`src/rtl/tone_pkg.sv`:
```
// Shared state encoding and constants for the tone generator slice.
package tone_pkg;

    typedef enum logic [1:0] {
        IDLE  = 2'd0,
        PLAY  = 2'd1,
        DECAY = 2'd2
    } tone_state_t;

    localparam int LEVEL_W    = 4;
    localparam int MIN_PERIOD = 2;

endpackage

```
`src/rtl/tone_env.sv`:
```
// Amplitude envelope: level follows volume while a key is held; with
// TONE_GEN_DECAY_EN defined it steps down one unit every DECAY_STEP cycles after release.
module tone_env
    import tone_pkg::*;
`ifdef TONE_GEN_DECAY_EN
#(
    parameter int DECAY_STEP = 1000000
)
`endif
(
    input  logic               clk,
    input  logic               rst,
`ifdef TONE_GEN_DECAY_EN
    input  tone_state_t        state,
`endif
    input  tone_state_t        next_state,
    input  logic [LEVEL_W-1:0] volume,
`ifdef TONE_GEN_DECAY_EN
    output logic               level_zero,
`endif
    output logic [LEVEL_W-1:0] level
);

`ifdef TONE_GEN_DECAY_EN
    logic [31:0] decay_cnt;
    logic        decay_tick;

    assign decay_tick = (decay_cnt == 32'(DECAY_STEP - 1));

    // Looks one edge ahead so the voice goes idle on the same edge the level reaches zero.
    assign level_zero = (level == '0) || ((level == LEVEL_W'(1)) && decay_tick);

    always_ff @(posedge clk or posedge rst) begin
        if (rst) begin
            level     <= '0;
            decay_cnt <= '0;
        end else begin
            case (next_state)
                PLAY: begin
                    level     <= volume;
                    decay_cnt <= '0;
                end
                DECAY: begin
                    if (state != DECAY) begin
                        decay_cnt <= '0;
                    end else if (decay_tick) begin
                        decay_cnt <= '0;
                        if (level != '0)
                            level <= level - LEVEL_W'(1);
                    end else begin
                        decay_cnt <= decay_cnt + 32'd1;
                    end
                end
                default: begin
                    level     <= '0;
                    decay_cnt <= '0;
                end
            endcase
        end
    end
`else
    always_ff @(posedge clk or posedge rst) begin
        if (rst)
            level <= '0;
        else if (next_state == PLAY)
            level <= volume;
        else
            level <= '0;
    end
`endif

endmodule

```
`src/rtl/tone_gen.sv`:
```
// Square-wave tone generator with PWM volume; optional release envelope under
// TONE_GEN_DECAY_EN (undefined by default: release is immediate).
module tone_gen
    import tone_pkg::*;
#(
    parameter int CNT_W      = 32,
    parameter int DECAY_STEP = 1000000
) (
    input  logic               clk,
    input  logic               rst,
    input  logic [CNT_W-1:0]   half_period,
    input  logic               gate,
    input  logic [LEVEL_W-1:0] volume,
    output logic               phase,
    output logic               audio,
    output logic               busy
);

    if (CNT_W < 2) begin : g_bad_cnt_w
        $error("tone_gen: CNT_W must be at least 2");
    end
    if (DECAY_STEP < 1) begin : g_bad_step
        $error("tone_gen: DECAY_STEP must be at least 1");
    end

    tone_state_t        state, state_nxt;
    logic [CNT_W-1:0]   cnt, cnt_nxt;
    logic [CNT_W-1:0]   period_r, period_nxt;
    logic               phase_nxt;
    logic [LEVEL_W-1:0] level;
    logic [LEVEL_W-1:0] pwm_cnt;
    logic               period_ok;
    logic               wrap;
`ifdef TONE_GEN_DECAY_EN
    logic               level_zero;
`endif

    assign period_ok = (half_period >= CNT_W'(MIN_PERIOD));
    assign wrap      = (cnt == period_r - CNT_W'(1));

    // Pitch changes take effect only at a half-wave boundary so the wave never glitches.
    always_comb begin
        state_nxt  = state;
        cnt_nxt    = cnt;
        period_nxt = period_r;
        phase_nxt  = phase;
        case (state)
            IDLE: begin
                if (gate && period_ok) begin
                    state_nxt  = PLAY;
                    cnt_nxt    = '0;
                    period_nxt = half_period;
                    phase_nxt  = 1'b1;
                end
            end
            default: begin
                if (wrap) begin
                    cnt_nxt    = '0;
                    phase_nxt  = ~phase;
                    period_nxt = half_period;
                end else begin
                    cnt_nxt = cnt + CNT_W'(1);
                end
`ifdef TONE_GEN_DECAY_EN
                if (state == PLAY) begin
                    if (!gate)
                        state_nxt = DECAY;
                end else if (gate) begin
                    state_nxt = PLAY;
                end else if (level_zero) begin
                    state_nxt = IDLE;
                end
`else
                if (!gate)
                    state_nxt = IDLE;
`endif
                if (wrap && !period_ok)
                    state_nxt = IDLE;
            end
        endcase
        if (state_nxt == IDLE) begin
            cnt_nxt    = '0;
            period_nxt = '0;
            phase_nxt  = 1'b0;
        end
    end

    always_ff @(posedge clk or posedge rst) begin
        if (rst) begin
            state    <= IDLE;
            cnt      <= '0;
            period_r <= '0;
            phase    <= 1'b0;
            pwm_cnt  <= '0;
            audio    <= 1'b0;
            busy     <= 1'b0;
        end else begin
            state    <= state_nxt;
            cnt      <= cnt_nxt;
            period_r <= period_nxt;
            phase    <= phase_nxt;
            pwm_cnt  <= pwm_cnt + LEVEL_W'(1);
            audio    <= phase & (pwm_cnt < level);
            busy     <= (state_nxt != IDLE);
        end
    end

    // The envelope sees the upcoming state so a new note starts at full volume immediately.
`ifdef TONE_GEN_DECAY_EN
    tone_env #(
        .DECAY_STEP (DECAY_STEP)
    ) u_env (
        .clk        (clk),
        .rst        (rst),
        .state      (state),
        .next_state (state_nxt),
        .volume     (volume),
        .level_zero (level_zero),
        .level      (level)
    );
`else
    tone_env u_env (
        .clk        (clk),
        .rst        (rst),
        .next_state (state_nxt),
        .volume     (volume),
        .level      (level)
    );
`endif

endmodule

```
`config.mk`:
```
export PLATFORM = sky130hd
export DESIGN_NAME = tone_gen
export DESIGN_NICKNAME = d
export VERILOG_FILES = /design/src/rtl/tone_pkg.sv /design/src/rtl/tone_env.sv /design/src/rtl/tone_gen.sv
export SDC_FILE = /design/constraint.sdc
export NUM_CORES = 1
export LEC_CHECK = 0
export BUFFER_PORTS_ARGS = -buffer_cell sky130_fd_sc_hd__buf_2
export CELL_PAD_IN_SITES_DETAIL_PLACEMENT = 1
export CELL_PAD_IN_SITES_GLOBAL_PLACEMENT = 1
export CORE_ASPECT_RATIO = 1.1
export CORE_MARGIN = 2
export CORE_UTILIZATION = 42
export CTS_BUF_LIST = sky130_fd_sc_hd__clkbuf_4 sky130_fd_sc_hd__clkbuf_8 sky130_fd_sc_hd__clkbuf_16
export CTS_CLUSTER_DIAMETER = 50
export DETAILED_ROUTE_END_ITERATION = 10
export GPL_TIMING_DRIVEN = 1
export MAX_ROUTING_LAYER = met4
export PLACE_DENSITY_LB_ADDON = 0.25
export SETUP_SLACK_MARGIN = 0.1
export SLEW_MARGIN = 0
export SYNTH_ARGS = -nofsm -noshare
export SYNTH_HDL_FRONTEND = slang
export SYNTH_HIERARCHICAL = 1
export SYNTH_SLANG_ARGS = --single-unit
```
`constraint.sdc`:
```
create_clock -name clk -period 3.25 [get_ports clk]
set_input_delay 0.325 -clock clk [delete_from_list [all_inputs] [get_ports clk]]
set_output_delay 0.325 -clock clk [all_outputs]
set_load 0.01 [all_outputs]
```
; ---- Word-level counts from Yosys, hierarchy flattened
; Cells that the tools add are included.
; W data, S select, Z words.
[word_totals]
n_memories = 0
ff_bits = 77
latch_bits = 0
rom_bits = 0
in_bits = 39
ram_bits = 0
[classes]
div = 0
order_cmp = 2
eq_ne = 3
n_shift = 0
add_sub_neg = 3
muxes = 17
n_mul = 0
bitwise_logic = 2
reduce_logical = 8
[ops]
columns = cell, count
row1 = $mux W32, 8
row2 = $add A32 B1 Y32 const B, 1
row3 = $eq A32 B32 Y1, 1
row4 = $ge A32 B2 Y1 const B, 1
row5 = $sub A32 B1 Y32 const B, 1
row6 = $mux W2, 4
row7 = $add A4 B1 Y4 const B, 1
row8 = $logic_not A2 Y1, 2
row9 = $lt A4 B4 Y1, 1
row10 = $mux W1, 4
row11 = $mux W4, 1
row12 = $ne A3 B3 Y1 const B, 1
row13 = $reduce_bool A3 Y1, 1
row14 = $eq A2 B1 Y1 const B, 1
row15 = $logic_and A1 B1 Y1, 2
row16 = $reduce_and A2 Y1, 1
row17 = $reduce_bool A2 Y1, 1
row18 = $and A1 B1 Y1, 1
row19 = $logic_not A1 Y1, 1
row20 = $not A1 Y1, 1

; ---- Longest topological paths before layout
; Gate-level depths: netlist of run 1.
[logic_depth]
word_depth = 8
mapped_depth = 13
depth_no_buf = 12

; ---- Cells and area by module
; Netlist of run 1, hierarchy kept.
[by_module_without_submodules]
columns = mod, area_each_um2, n_inst, cells_per_inst, seq_area_each_um2
row1 = tone_gen, 4689.5, 1, 538, 1826.8
row2 = tone_env, 138.9, 1, 9, 100.1

; ---- Worst setup path before layout of run 1
; Ideal clock, no wire load.
[synth_path]
path_kind = reg2reg
from = register period_r[0]
to = register period_r[0]
arrival_time_ns = 3.159
path_buffers = 1
path_stages_with_launch = 13
slack_ns = -0.031
period_less_slack_ns = 3.281
path_cell_list = dfrtp_1 inv_1 ha_1 or3b_2 nor3_1 a21boi_0 a2111oi_0 or3b_1 nor4_2 nand4_2 a31oi_4 buf_6 a21oi_1
[synth_between]
elab_chain_cells = 8
elab_cells_between_ends = 10
cone_classes = add/sub: 1 / eq/ne: 2 / mux: 3 / reduce/logical: 4
[synth_rtl]
columns = item, line
row1 = "start, declared", tone_gen.sv:28  ; logic [CNT_W-1:0] period_r, period_nxt;
row2 = "start signal, assigned", tone_gen.sv:100  ; period_r <= period_nxt;
row3 = $sub A32 B1 Y32 *, tone_gen.sv:39  ; assign wrap = (cnt == period_r - CNT_W'(1));
row4 = $eq A32 B32 Y1 *, tone_gen.sv:39
row5 = $logic_and A1 B1 Y1, tone_gen.sv:77  ; if (wrap && !period_ok)
row6 = $mux W2, tone_gen.sv:77
row7 = $mux W2, tone_gen.sv:47  ; case (state)
row8 = $logic_not A2 Y1, tone_gen.sv:81  ; if (state_nxt == IDLE) begin
row9 = $ne A3 B3 Y1 (no line) / $reduce_bool A3 Y1 (equally long branches), -
row10 = $reduce_and A2 Y1 (no line), -
; Mark *: on every way between the ends. The rest lies on a longest branch, timed or not.
; A chain may end at the register's enable or synchronous reset.

; ---- Worst setup path after layout of run 1
[layout_path]
from = register period_r[10]
to = register period_r[5]
; Same word-level chain as after synthesis.

==> out/qor.csv, run 1 <==
metric,value,unit
fin_crit,3.74,ns
maxCapViolations,0,
hold_path_startpoint,half_period[12],
rsz0062_at_grt,yes,
synth.top_cell.area_share,39.9,%
grt_pass1_wl,28600,microns
syn_area,4830,sq um
synthAdderAreaFrac,1.55,%
reg2reg_slack,-0.49,ns
postLayoutCoreUtil,59.8,%
violations,negative setup slack,
die_h,116,microns
gp_congestion,0.925,
worst-path-max-fanout,6,
total_power,2.92,mW
fmax,268,MHz
synth_top_family_by_area,simple AND/OR/NAND/NOR gates,
netlist_instances,547,
firstDrtPassIters,5,
clkPwrFrac,35.2,%
fin_cells,814,
overflow,0,
ys_seq_area_share,39.9,%
finalSetupTns,-29.63,ns
hold_path_depth,3,
synth_async_sr_flop_share,100,%
die_w,106,microns
syn_avg_cell_area,8.83,sq um
cpMostUsedCell,buf_4,
synth-simple-area-share,27.7,%
ant_nets,0,
dp.cells,778,
ir_drop,0.336,mV
via_count,5300,
ys_top_cells_by_area,"dfrtp_1, xnor2_1, nand3_1, xor2_1, nor2_1",
critPathKind,register to register,
track_usage,31.6,%
final_hold_viol_count,0,
drt-initial-drc-count,509,
synth_cell_types,61,
cts_sinks,77,
p_per_area,431,nW/um^2
ioPinCount,42,
switching_share,33.8,%
place_ws,-0.509,ns
path_cells,nor4_4 -> buf_4 -> or4b_1 -> a2111o_1 -> buf_4 -> nor3_1 -> nand3_1 -> nor4_1 -> buf_4 -> nand4_2 -> a31oi_4 -> buf_12 -> clkbuf_16 -> a21oi_1,
seqPwrFrac,35.7,%
ctsHtreeMaxLevel,3,
hold_class,input pin to register,
slew_violations,0,
clk_latency,0.35,ns
multi_input_area,3190,sq um
p_switching,0.987,mW
grt_pass1_vias,5355,
slowest_delay,0.46,ns
yosys_warnings,6,
tightest_slew,0.861,ns
placed_cell_area,5640,sq um
start_kind,register,
end_kind,register,
cts_tree,built,
clkTransAtPathRegs,0.07,ns
dieArea,12400,sq um
worstPathArrival,3.96,ns
crit_slowest_cell,or4b_1,
seq_area,1930,sq um
cts-root-buf,clkbuf_16,
finalSetupViolCount,72,
pwr-share-comb,29.1,%
timing.final.crit_share,115,%
syn_nets,592,
antenna_cells,0,
synth_xor_area_share,12.5,%
muxShareOfSynthArea,0,%
r2r_cells,14,
synth-main-ff-cell,dfrtp_1,
synth_edf_count,0,
routedWlPerCell,27.7,microns
hold_ws,0.230,ns
port_buffers,41,
syn2layout_area_growth,40.5,%
layout_setup_ws,-0.486,ns
fp-row-count,41,
status,"finished, violations left",
drc,0,
fill_cells,1228,
fp.coreArea,11300,sq um
r2r-start,period_r[10],
ys_ff_latch,77,
clock_skew,0.00557,ns
relSlewSlack,42.5,%
drt_wl_total,22500,microns
drive_above_1_share,38.9,%
synth_top_cell_by_area,dfrtp_1,
leakage,2.75,nW
crit_required,3.48,ns
rr_endpoint,period_r[5],
cell_internal_pwr,1.93,mW
design_area,6780,sq um
dp_hpwl,12200,microns
yosysMostFrequentCell,dfrtp_1,
initial_core_util,42.6,%
clock_path_buffers,2,
vias_per_cell,6.51,
antenna_found_initial,0,
synth_compound_area_share,13.7,%
grt_start_max_net_pins,39,
nets,704,
whs_endpoint,period_r[12],
cts_buffers,9,
synth_common_cells,"dfrtp_1, nor2_1, nand3_1, xnor2_1, a21oi_1",
[layout by cell type, fill, tap and decap left out, types with 18 or more instances in the layout]
cell and count:
dfrtp_1 73, nor2_1 39, xor2_1 27, buf_4 63, nand2_1 20, o21ai_2 22, xnor2_1 42, nand3_1 47
a21oi_2 24, inv_1 18, buf_2 41
[area by class of cell]
cell class	instances	area share [%]
well taps	150	2.77
inverters	20	1.14
repair buffers	127	16.3
clock buffers	13	3.95
multi-input cells	424	47.0
clock inverters	3	0.277
flip-flops and latches	77	28.5
[flip-flops by register name, indices dropped and copies added (netlist names)]
signal and flops:
audio 1, busy 1, phase 1, u_env/level 4
pwm_cnt 4, cnt 32, state 2, period_r 32
[timing repair]
item | in CTS | in global routing
hold buffers | 1 | 0
setup buffers | 6 | 6
pin swaps | 14 | 62
hold endpoints to repair | 4 | 0
setup endpoints to repair | 72 | 72
cloned | 3 | 4
resized for setup | 47 | 95
[worst max path at each step]
stage                 startpoint           end  slack [ns]  cells after the start
floorplan           period_r[19]   period_r[0]         0.1                     10
global placement     period_r[0]  period_r[18]       -0.31                     13
detailed placement   period_r[1]  period_r[13]       -0.51                     13
CTS                 period_r[12]        cnt[3]       -0.23                     12
global route         period_r[9]  period_r[24]       -0.52                     12
finish              period_r[10]   period_r[5]       -0.49                     14
[cells by family after synthesis]
| logic type | count (synthesis) |
|---|---|
| buffers and inverters | 46 |
| and+or+nand+nor | 238 |
| xor gates and xnor gates | 69 |
| AOI/OAI and AO/OA | 111 |
| DFF | 77 |
| adders and majority gates | 6 |
[power by group through the flow]
stage	Clock (mW)	Sequential, mW	Combinational, mW
floorplan	0	1.05	0.344
global placement	0	1.05	0.599
detailed placement	0	1.05	0.626
CTS	1.00	1.03	0.729
global route	1.07	1.04	0.881
finish	1.03	1.04	0.848
[worst max-delay path, delay by kind of cell, from the launching register on]
| family | cells | cell delay [ns] |
|---|---|---|
| buffers and inverters | 5 | 0.86 |
| AND/OR/NAND/NOR | 6 | 1.55 |
| AO/OA/AOI/OAI | 3 | 0.78 |
| flip-flops | 1 | 0.42 |
[per-layer routing]
metal	part of all wire, %	GRT usage, %	vias up
li1	-	-	2196
met1	38	36.0	2650
met4	6.9	16.6	0
met2	49	53.6	331
met3	5.9	5.30	123
met5	0	-	-
Power figures use the tool's default switching activity.
==> inputs of run 2 (changes only) <==
--- a/config.mk
+++ b/config.mk
@@ -8,7 +8,6 @@
 export BUFFER_PORTS_ARGS = -buffer_cell sky130_fd_sc_hd__buf_2
 export CELL_PAD_IN_SITES_DETAIL_PLACEMENT = 1
 export CELL_PAD_IN_SITES_GLOBAL_PLACEMENT = 1
-export CORE_ASPECT_RATIO = 1.1
 export CORE_MARGIN = 2
 export CORE_UTILIZATION = 42
 export CTS_BUF_LIST = sky130_fd_sc_hd__clkbuf_4 sky130_fd_sc_hd__clkbuf_8 sky130_fd_sc_hd__clkbuf_16
==> out/qor.csv, run 2 (synthesis results as in run 1) <==
metric,value,unit,change
status,"finished, violations left",,
violations,negative setup slack,,
dieArea,12400,sq um,about the same
syn2layout_area_growth,41.7,%,
final_cell_mix,"dfrtp_1, buf_4, nand3_1",,
clkPwrFrac,36.5,%,+1.3 points
ioPinCount,42,,unchanged
fill_cells,1266,,+3.1%
drive_above_1_share,38.2,%,-0.62 points
vias_per_cell,6.38,,-2.0%
maxCapViolations,0,,unchanged
multi_input_area,3250,sq um,+1.9%
largestRegisters,"cnt: 32 flops, period_r: 32 flops",,
gp_congestion,0.936,,+1.3%
grt_pass1_vias,5095,,-4.9%
end_kind,register,,
dp_hpwl,11800,microns,-2.7%
clk_latency,0.37,ns,+0.02 ns
drt-initial-drc-count,384,,-25%
fin_cells,810,,-0.49%
via_count,5171,,-2.4%
clock_skew,0.0192,ns,+0.0136 ns
ir_drop,0.343,mV,+2.3%
seq_area,1930,sq um,about the same
timing.final.crit_share,110,%,-4.5 points
pwr-share-comb,28.7,%,-0.4 points
drt_wl_total,20800,microns,-7.7%
critPathKind,register to register,,
final_hold_viol_count,0,,unchanged
leakage,2.75,nW,+0.14%
clock_path_buffers,2,,unchanged
crit_required,3.51,ns,+0.03 ns
cts_sinks,77,,unchanged
fin_crit,3.59,ns,-0.145 ns
ant_nets,0,,unchanged
firstDrtPassIters,7,,+2
drc,0,,unchanged
die_h,111,microns,-4.5%
placed_cell_area,5610,sq um,-0.51%
worst-path-max-fanout,9,,+3
clkTransAtPathRegs,0.07,ns,about the same
dp.cells,770,,-1.0%
fp-row-count,39,,-4.9%
final_common_cell,dfrtp_1,,
fp.coreArea,11300,sq um,-0.14%
antenna_cells,0,,unchanged
slew_violations,0,,unchanged
grt_start_max_net_pins,57,,+46%
overflow,0,,unchanged
die_w,111,microns,+4.7%
port_buffers,41,,unchanged
start_kind,register,,
layout_setup_ws,-0.341,ns,+0.145 ns
antenna_found_initial,0,,unchanged
grt_pass1_wl,27200,microns,-4.8%
fmax,279,MHz,+4.0%
hold_class,input pin to register,,
initial_core_util,42.7,%,+0.061 points
track_usage,28.9,%,-2.6 points
cell_internal_pwr,2.00,mW,+3.3%
relSlewSlack,22.2,%,-20 points
switching_share,33.2,%,-0.59 points
p_per_area,437,nW/um^2,+1.5%
rsz0062_at_grt,yes,,
p_switching,0.993,mW,+0.60%
cts_tree,built,,
worstPathArrival,3.85,ns,-0.11 ns
routedWlPerCell,25.7,microns,-7.3%
finalSetupTns,-16.75,ns,+12.89 ns
place_ws,-0.324,ns,+0.185 ns
seqPwrFrac,34.8,%,-0.9 points
ctsHtreeMaxLevel,3,,unchanged
cts-root-buf,clkbuf_16,,
tightest_slew,1.17,ns,+0.306 ns
nets,707,,+0.43%
cts_buffers,9,,unchanged
design_area,6840,sq um,+0.90%
hold_ws,0.208,ns,-0.0224 ns
finalSetupViolCount,72,,unchanged
==> run 2: cell types whose count changed in the layout (fill, tap and decap cells not counted), sizes merged <==
cell      delta
bufinv       +1
buf          +2
clkinvlp     +1
inv          +1
clkbuf       -2
==> run 2: area by class of cell <==
cell class	count	area share (%)
multi-input combinational	424	47.5
clock inverter	6	1.01
tap	143	2.61
inverter	20	1.10
sequential	77	28.2
clock buffer	10	3.49
timing repair buffer	130	16.1
==> run 2: critical path, stage by stage (launching register included) <==
cell	delay (ns)
dfrtp_2	0.45
buf_6	0.13
or4_4	0.51
or4_4	0.44
or2_4	0.28
buf_4	0.14
nor3_1	0.26
a21oi_2	0.11
nor4_4	0.28
and4_4	0.36
buf_6	0.16
o21ai_1	0.07
a21oi_1	0.28
==> run 2: path summary, 6_finish.rpt <==
check | from | to | slack, ns | depth (start not counted)
setup / recovery | period_r[1] | period_r[16] | -0.34 | 12
hold / removal | volume[2] | u_env/level[2] | 0.21 | 2
setup reg to reg | period_r[1] | period_r[16] | -0.34 | 12
hold reg to reg | pwm_cnt[0] | pwm_cnt[0] | 0.47 | 1
max in group asynchronous | rst | cnt[13] | 2.05 | 4
min in group asynchronous | rst | u_env/level[2] | 0.40 | 3
==> run 2: power groups by stage <==
stage          Clock, mW  Combinational (mW)  Sequential (mW)
3_5_place_dp           0               0.616             1.05
4_1_cts             1.07               0.692             1.03
5_1_grt             1.12               0.898             1.04
6_report            1.09               0.859             1.04
3_3_place_gp           0               0.595             1.05
2_1_floorplan          0               0.344             1.05
==> run 2: timing repair <==
action                     4_1_cts  5_1_grt
pin swaps                       28       50
setup endpoints to repair       72       72
cloned                           2        5
hold endpoints to repair        21        0
setup buffers                    9        8
hold buffers                     1        0
resized for setup               32      115
==> run 2: stage by stage <==
stage | power [mW] | utilization (%)
floorplan | 1.39 | -
global placement | 1.64 | 49.6
detailed placement | 1.66 | 49.6
CTS | 2.79 | 54.6
global route | 3.06 | 60.5
finish | 2.99 | 60.5
==> run 2: per-layer routing <==
| metal | track usage [%] | wire length [microns] |
|---|---|---|
| met3 | 4.10 | 1310 |
| met5 | - | 0 |
| met4 | 11.6 | 1220 |
| met2 | 48.5 | 10300 |
| met1 | 35.3 | 7970 |
==> inputs of run 3 (changes only) <==
--- a/config.mk
+++ b/config.mk
@@ -16,8 +16,9 @@
 export GPL_TIMING_DRIVEN = 1
 export MAX_ROUTING_LAYER = met4
 export PLACE_DENSITY_LB_ADDON = 0.25
+export REMOVE_ABC_BUFFERS = 1
 export SETUP_SLACK_MARGIN = 0.1
-export SLEW_MARGIN = 0
+export SLEW_MARGIN = 10
 export SYNTH_ARGS = -nofsm -noshare
 export SYNTH_HDL_FRONTEND = slang
 export SYNTH_HIERARCHICAL = 1
==> out/qor.csv, run 3 (synthesis results as in run 1) <==
metric,value,unit,change
status,"finished, violations left",,
violations,negative setup slack,,
drt_wl_total,19600,microns,-5.9%
cts_sinks,77,,unchanged
hold_class,input pin to register,,
grt_pass1_vias,5078,,-0.33%
grt.met1_usage,36.1,%,+0.80 points
slew_violations,0,,unchanged
fp-row-count,39,,unchanged
drc,0,,unchanged
antenna_cells,0,,unchanged
crit_required,3.51,ns,about the same
grt-busiest-layer,met2,,
routedWlPerCell,24.2,microns,-5.7%
worstPathArrival,3.96,ns,+0.11 ns
dp_hpwl,11800,microns,-0.39%
leakage,2.75,nW,-0.29%
dieArea,12400,sq um,unchanged
die_h,111,microns,unchanged
grt_pass1_wl,27100,microns,-0.58%
dp.cells,771,,+0.13%
final_cell_mix,"dfrtp_1, buf_4, xnor2_1, buf_2, nor2_4",,
p_per_area,415,nW/um^2,-5.0%
clk_latency,0.36,ns,about the same
grt_start_max_net_pins,40,,-30%
final_hold_viol_count,0,,unchanged
worst-path-max-fanout,6,,-3
drt-initial-drc-count,248,,-35%
clock_skew,0.0108,ns,-0.00834 ns
crit_path_start,period_r[1],,
fin_cells,808,,-0.25%
rr_endpoint,period_r[20],,
cp-endpoint,period_r[20],,
antenna_found_initial,0,,unchanged
track_usage,28.5,%,-0.44 points
tightest_slew,1.14,ns,-0.0309 ns
nets,705,,-0.28%
r2r-start,period_r[1],,
die_w,111,microns,unchanged
fmax,270,MHz,-2.9%
initial_core_util,42.7,%,unchanged
timing.final.crit_share,114,%,+3.4 points
ioPinCount,42,,unchanged
clock_path_buffers,2,,unchanged
final_common_cell,dfrtp_1,,
via_count,5058,,-2.2%
cts_buffers,9,,unchanged
design_area,6850,sq um,about the same
clkTransAtPathRegs,0.07,ns,about the same
hold_path_startpoint,volume[0],,
firstDrtPassIters,5,,-2
grt_use_met3,3.66,%,-0.44 points
ctsHtreeMaxLevel,3,,unchanged
maxCapViolations,0,,unchanged
port_buffers,41,,unchanged
vias_per_cell,6.26,,-1.9%
drive_above_1_share,38.9,%,+0.72 points
end_kind,register,,
largestRegisters,"cnt: 32 flops, period_r: 32 flops",,
cts-root-buf,clkbuf_16,,
cts_tree,built,,
r2r_cells,16,,+4
fp.coreArea,11300,sq um,unchanged
start_kind,register,,
rsz0062_at_grt,yes,,
relSlewSlack,24.2,%,+2.1 points
layout_setup_ws,-0.450,ns,-0.109 ns
overflow,0,,unchanged
ant_nets,0,,unchanged
met2_usage,45.6,%,-2.9 points
placed_cell_area,5600,sq um,-0.27%
gp_congestion,0.991,,+5.8%
finalSetupViolCount,72,,unchanged
fin_crit,3.70,ns,+0.109 ns
syn2layout_area_growth,41.8,%,about the same
ir_drop,0.339,mV,-1.1%
critPathKind,register to register,,
reg2reg_slack,-0.45,ns,-0.11 ns
-- run 3: changes by cell type in the layout (fill, tap and decap cells not counted), sizes merged --
cell	previous run	this run
buf	124	122
bufinv	1	0
clkbuf	15	14
clkinv	2	1
clkinvlp	1	3
inv	22	23
-- run 3: what timing repair did --
action | CTS | global route
setup buffers | 6 | 6
hold buffers | 1 | 0
pin swaps | 15 | 58
endpoints found under the hold margin | 4 | 0
endpoints found under the setup margin | 72 | 72
gates resized for setup | 42 | 118
cloned | 2 | 7
-- run 3: critical path: stages (launching register included) --
cell and delay (ns):
dfrtp_2 0.46, inv_1 0.14, ha_4 0.15, buf_6 0.11, nor3b_4 0.18, nand4_1 0.26, buf_6 0.23, nor4_4 0.23
a211oi_1 0.11, o21a_1 0.23, buf_4 0.15, nor4_4 0.38, and4_4 0.35, buf_6 0.12, buf_6 0.11, o21ai_1 0.10
a21oi_1 0.28
-- run 3: layout make-up --
class | instances | area, sq um
fillers | 1277 | 4470
multi-input cells | 424 | 3270
flip-flops and latches | 77 | 1930
repair buffers | 128 | 1110
clock buffers | 9 | 225
well taps | 143 | 179
inverters | 20 | 75.1
clock inverters | 7 | 56.3
-- run 3: worst min path at each step --
| stage | endpoint | cells past startpoint |
|---|---|---|
| CTS | u_env/level[3] | 2 |
| finish | u_env/level[0] | 2 |
| floorplan | u_env/level[0] | 1 |
| global placement | u_env/level[1] | 2 |
| detailed placement | u_env/level[0] | 2 |
| global route | u_env/level[0] | 2 |
-- run 3: through the flow --
step                hold slack (ns)  utilization, %  setup TNS, ns  setup WS, ns  power (mW)
floorplan                    0.0911               -         -23.15        -0.451        1.38
global placement              0.222            49.4          -9.61        -0.152        1.64
detailed placement            0.230            49.4         -15.67        -0.266        1.66
CTS                           0.219            54.6          -5.99        -0.120        2.72
global route                  0.219            60.5         -22.47        -0.577        2.94
finish                        0.215            60.5         -14.25        -0.450        2.84
-- run 3: metal layers --
layer | share of wire, % | routed length, microns
met5 | 0 | 0
met4 | 3.7 | 731
met3 | 4.6 | 900
met2 | 51 | 10100
met1 | 40 | 7870
-- run 3: where the power goes --
group | internal [mW] | switching [mW]
clock network | 0.527 | 0.465
logic | 0.363 | 0.445
registers | 0.993 | 0.0504
total | 1.88 | 0.960
